$ cat src/rtl/apb_delayer_scaled.sv
// rtl/apb_delayer_scaled.sv - APB latency scaler: forwards one transfer, stretches the upstream response.
module apb_delayer_scaled #(
    parameter int ADDR_W      = 32,
    parameter int DATA_W      = 32,
    parameter int CNT_W       = 16,
    parameter int RATIO_NUM   = 2,
    parameter int RATIO_SHIFT = 0
) (
    input  logic                clock,
    input  logic                reset,
    input  logic                cfg_bypass,
    input  logic [ADDR_W-1:0]   in_paddr,
    input  logic                in_psel,
    input  logic                in_penable,
    input  logic [2:0]          in_pprot,
    input  logic                in_pwrite,
    input  logic [DATA_W-1:0]   in_pwdata,
    input  logic [DATA_W/8-1:0] in_pstrb,
    output logic                in_pready,
    output logic [DATA_W-1:0]   in_prdata,
    output logic                in_pslverr,
    output logic [ADDR_W-1:0]   out_paddr,
    output logic                out_psel,
    output logic                out_penable,
    output logic [2:0]          out_pprot,
    output logic                out_pwrite,
    output logic [DATA_W-1:0]   out_pwdata,
    output logic [DATA_W/8-1:0] out_pstrb,
    input  logic                out_pready,
    input  logic [DATA_W-1:0]   out_prdata,
    input  logic                out_pslverr,
    output logic                stat_abort
);

    localparam int              PROD_W  = CNT_W + 8;
    localparam logic [7:0]      RATIO   = 8'(RATIO_NUM);
    localparam logic [CNT_W-1:0] CNT_MAX = '1;

    typedef enum logic [1:0] {IDLE, FWD, WAIT, RESP} state_t;

    state_t              state_q, state_d;
    logic                bypass_q, bypass_d;
    logic [CNT_W-1:0]    k_q, k_d;
    logic [CNT_W-1:0]    rem_q, rem_d;
    logic [DATA_W-1:0]   prdata_q, prdata_d;
    logic                pslverr_q, pslverr_d;
    logic                abort_q, abort_d;

    logic [CNT_W-1:0]    k_inc;
    logic [PROD_W-1:0]   prod;
    logic [PROD_W-1:0]   shifted;
    logic [CNT_W-1:0]    scaled;
    logic [CNT_W-1:0]    target;
    logic [CNT_W-1:0]    rem_calc;

    // Saturating latency arithmetic; target never falls below the measured latency.
    always_comb begin
        k_inc    = (k_q == CNT_MAX) ? k_q : k_q + CNT_W'(1);
        prod     = PROD_W'(k_inc) * PROD_W'(RATIO);
        shifted  = prod >> RATIO_SHIFT;
        scaled   = (|shifted[PROD_W-1:CNT_W]) ? CNT_MAX : shifted[CNT_W-1:0];
        target   = (scaled > k_inc) ? scaled : k_inc;
        rem_calc = target - k_inc;
    end

    assign out_paddr   = in_paddr;
    assign out_pprot   = in_pprot;
    assign out_pwrite  = in_pwrite;
    assign out_pwdata  = in_pwdata;
    assign out_pstrb   = in_pstrb;
    assign out_psel    = in_psel & (bypass_q | (state_q == IDLE) | (state_q == FWD));
    assign out_penable = in_penable & (bypass_q | (state_q == FWD));
    assign in_pready   = bypass_q ? out_pready  : (state_q == RESP);
    assign in_prdata   = bypass_q ? out_prdata  : prdata_q;
    assign in_pslverr  = bypass_q ? out_pslverr : pslverr_q;
    assign stat_abort  = abort_q;

    always_comb begin
        state_d   = state_q;
        bypass_d  = bypass_q;
        k_d       = k_q;
        rem_d     = rem_q;
        prdata_d  = prdata_q;
        pslverr_d = pslverr_q;
        abort_d   = abort_q;
        case (state_q)
            IDLE: begin
                // While bypassing, the FSM parks in IDLE until the slave completes.
                if (bypass_q) begin
                    if (in_psel && in_penable && out_pready) begin
                        bypass_d = 1'b0;
                    end
                end else if (in_psel) begin
                    bypass_d = cfg_bypass;
                    if (!cfg_bypass) begin
                        state_d = FWD;
                        k_d     = '0;
                    end
                end
            end
            FWD: begin
                k_d = k_inc;
                if (!in_psel) begin
                    state_d = IDLE;
                    abort_d = 1'b1;
                end else if (out_penable && out_pready) begin
                    prdata_d  = out_prdata;
                    pslverr_d = out_pslverr;
                    rem_d     = rem_calc;
                    state_d   = (rem_calc == '0) ? RESP : WAIT;
                end
            end
            WAIT: begin
                rem_d = rem_q - CNT_W'(1);
                if (!in_psel) begin
                    state_d = IDLE;
                    abort_d = 1'b1;
                end else if (rem_q == CNT_W'(1)) begin
                    state_d = RESP;
                end
            end
            RESP: begin
                state_d = IDLE;
            end
            default: begin
                state_d = IDLE;
            end
        endcase
    end

    always_ff @(posedge clock) begin
        if (reset) begin
            state_q   <= IDLE;
            bypass_q  <= 1'b0;
            k_q       <= '0;
            rem_q     <= '0;
            prdata_q  <= '0;
            pslverr_q <= 1'b0;
            abort_q   <= 1'b0;
        end else begin
            state_q   <= state_d;
            bypass_q  <= bypass_d;
            k_q       <= k_d;
            rem_q     <= rem_d;
            prdata_q  <= prdata_d;
            pslverr_q <= pslverr_d;
            abort_q   <= abort_d;
        end
    end

endmodule

$ cat config.mk
export PLATFORM = sky130hd
export DESIGN_NAME = apb_delayer_scaled
export DESIGN_NICKNAME = d
export VERILOG_FILES = /design/src/rtl/apb_delayer_scaled.sv
export SDC_FILE = /design/constraint.sdc
export NUM_CORES = 1
export LEC_CHECK = 0
export CELL_PAD_IN_SITES_DETAIL_PLACEMENT = 1
export CELL_PAD_IN_SITES_GLOBAL_PLACEMENT = 2
export CORE_ASPECT_RATIO = 1.5
export CORE_MARGIN = 2
export CORE_UTILIZATION = 35
export DETAILED_ROUTE_END_ITERATION = 6
export DONT_BUFFER_PORTS = 1
export MAX_ROUTING_LAYER = met4
export PLACE_DENSITY = 0.79
export REMOVE_ABC_BUFFERS = 1
export SYNTH_ARGS = -nofsm -noshare
export SYNTH_HDL_FRONTEND = slang
export SYNTH_SLANG_ARGS = --single-unit
$ cat constraint.sdc
create_clock -name clock -period 8.7 [get_ports clock]
set_clock_uncertainty 0.15 [all_clocks]
set_input_delay 1.74 -clock clock [delete_from_list [all_inputs] [get_ports clock]]
set_output_delay 1.74 -clock clock [all_outputs]
set_load 0.05 [all_outputs]
==> results.json <==
{
  "ir_drop_mv": 0.0764,
  "period_minus_slack_ps": 7010,
  "cts-htree-levels": 3,
  "viasPerCell": 5.61,
  "path_max_fanout": 14,
  "start_util_pct": 35.4,
  "setup_violations": 0,
  "drive_gt1_share_pct": 13.0,
  "fill_cells": 1976,
  "status": "finished clean",
  "path_class": "reg2reg",
  "maxSlewViolCount": 0,
  "fin_tns_setup_ps": 0,
  "grt_pass1_wl_mm": 30.3,
  "cp.arrival_ps": 7150,
  "period_share_pct": 80.5,
  "post_cts_resized": 0,
  "endpoint_kind": "flop",
  "die_h_um": 160,
  "clk_latency_ps": 340,
  "syn-cell-area_um2": 5710,
  "synth_seq_cells": 69,
  "grt_start_max_net_pins": 73,
  "cts-buffers-inserted": 9,
  "drt_iter0_drc": 225,
  "relSlewSlack_pct": 16.3,
  "synth_cells": 729,
  "final_common_cell": "nand2_1",
  "grt_usage_pct": 23.9,
  "syn_avg_cell_area_um2": 7.83,
  "holdWs_ps": 297,
  "p_per_area_nw_per_um2": 204,
  "final_antenna_net_count": 0,
  "tritoncts": "done",
  "tightest_slew_ps": 1250,
  "synthToLayoutAreaGrowth_pct": -1.14,
  "io_buffer_count": 0,
  "grt_pass1_vias": 5023,
  "rows": 57,
  "maxCapViolCount": 0,
  "antenna_found_initial": 0,
  "layout_common_cells": "nand2_1, a21oi_1, dfxtp_1",
  "routed_wirelength_mm": 20.4,
  "antenna_cells": 0,
  "grt-ovfl-total": 0,
  "critical_path_required_ps": 8840,
  "place_inst": 833,
  "drc_errors": 0,
  "pin_count": 220,
  "post-cts-setup-buffers": 0,
  "finalNonFillerCells": 850,
  "dr.pass1.iters": 4,
  "holdBufCountCts": 0,
  "dp_worst_setup_slack_ps": 1670,
  "path_clk_slew_ps": 60,
  "cts.sinks": 69,
  "die_x_um": 108,
  "clk_path_buf_depth": 2,
  "place_hpwl_mm": 15.8,
  "hold_class": "reg2reg",
  "synth-async-reset-ratio_pct": 0,
  "multi_input_area_um2": 3540,
  "synth-main-ff-cell": "dfxtp_1",
  "design.core.area_um2": 16100,
  "p_leak_nw": 2.18,
  "wl_per_cell_um": 24.0,
  "ys_seq_area_share_pct": 24.2,
  "seqCellArea_um2": 1380,
  "dieArea_um2": 17400,
  "via_count": 4772,
  "report.final.hold_viol_count": 0,
  "cp-start-kind": "flop",
  "clockRootBuffer": "clkbuf_16",
  "nets": 790,
  "synth_enable_flop_cells": 0,
  "fin_ws_ps": 1690,
  "rsz0062_at_grt": "false",
  "fmax_ghz": 0.143,
  "gp_congestion": 0.905,
  "yosysWarnings": 0,
  "synth_cell_types": 68
}
path summary, 6_finish.rpt:
kind | from | endpoint | slack (ps) | depth (start not counted)
min reg2reg | prdata_q[14] | prdata_q[14] | 300 | 2
max | k_q[1] | state_q[0] | 1690 | 25
max reg2reg | k_q[1] | state_q[0] | 1690 | 25
min | prdata_q[14] | prdata_q[14] | 300 | 2
report_power, final:
group          internal, mW  switching (mW)
clock network         0.223           0.157
logic                 0.154           0.275
registers             0.328          0.0125
total                 0.705           0.444
cell families (layout without fill, tap and decap cells):
logic type	Yosys count	in the layout	synth area share [%]
xor+xnor	25	25	4.49
flops	69	69	24.2
fa+ha+maj	40	40	8.90
mux	51	51	10.0
compound gates	161	161	17.5
buf+inv	134	49	13.8
simple gates	249	249	21.1
cell usage after synthesis, types with 4 or more instances:
cell type,instances,share of area [%]
nand2b_1,13,1.4
a21o_1,6,0.79
o211ai_1,4,0.53
nor4_1,4,0.44
xnor2_1,10,1.5
or3_1,6,0.66
nor3_1,11,0.96
and3_1,4,0.44
nand4_1,11,1.2
a2bb2oi_1,4,0.61
clkbuf_1,25,1.6
nand3_1,14,1.2
a22oi_1,8,1.1
mux2_2,35,6.9
xor2_1,10,1.5
buf_4,73,9.6
dfxtp_1,69,24
ha_1,39,8.5
a211oi_1,5,0.66
nor2_1,55,3.6
o21ai_0,27,2.4
nor2b_1,4,0.44
nand2_1,98,6.4
o22ai_1,6,0.66
inv_1,26,1.7
buf_1,5,0.33
mux2i_1,13,2.3
a21oi_1,69,6.0
and2_1,11,1.2
per-stage QoR:
| stage | instance area (µm²) | utilization (%) | power, mW |
|---|---|---|---|
| 5_1_grt | 5640 | 35.0 | 1.21 |
| 3_3_place_gp | 5320 | 33.0 | 0.766 |
| 3_5_place_dp | 5320 | 33.0 | 0.777 |
| 4_1_cts | 5620 | 34.8 | 1.16 |
| 2_1_floorplan | 5030 | - | 0.682 |
| 6_report | 5640 | 35.0 | 1.15 |
registers in the layout, indices dropped and copies added, names as in the netlist:
register	cells
prdata_q	32
k_q	16
rem_q	16
state_q	2
bypass_q	1
pslverr_q	1
stat_abort	1
per-layer routing:
layer,wire (µm),global-route usage (%),up-vias
li1,-,-,2283
met3,3040,17.1,14
met4,200,4.49,0
met2,9290,37.3,203
met1,7830,24.8,2272
met5,0,-,-
worst max-delay path: stages, from the launching register on:
cell and delay [ps]:
dfxtp_1 460, ha_1 250, nand3_1 240, or4_1 780, nand4_1 230, xor2_2 260, and2_1 180, inv_1 40
ha_1 270, a21o_1 160, a21o_1 170, a21oi_1 130, a21oi_1 100, a2111oi_1 580, o21ai_4 280, mux2i_1 220
ha_1 180, inv_1 60, fa_1 410, a211oi_1 340, o211ai_1 200, a41o_1 300, a31o_1 280, or3_1 370
a21oi_1 150, a31o_1 150
layout make-up:
type	count	area share (%)
repair buffers	5	1.02
inverters	28	1.86
flip-flops and latches	69	24.5
clock buffers	9	3.99
multi-input cells	526	62.8
clock inverters	7	1.31
well taps	206	4.57
No activity file was read; power rests on OpenSTA's default activity.
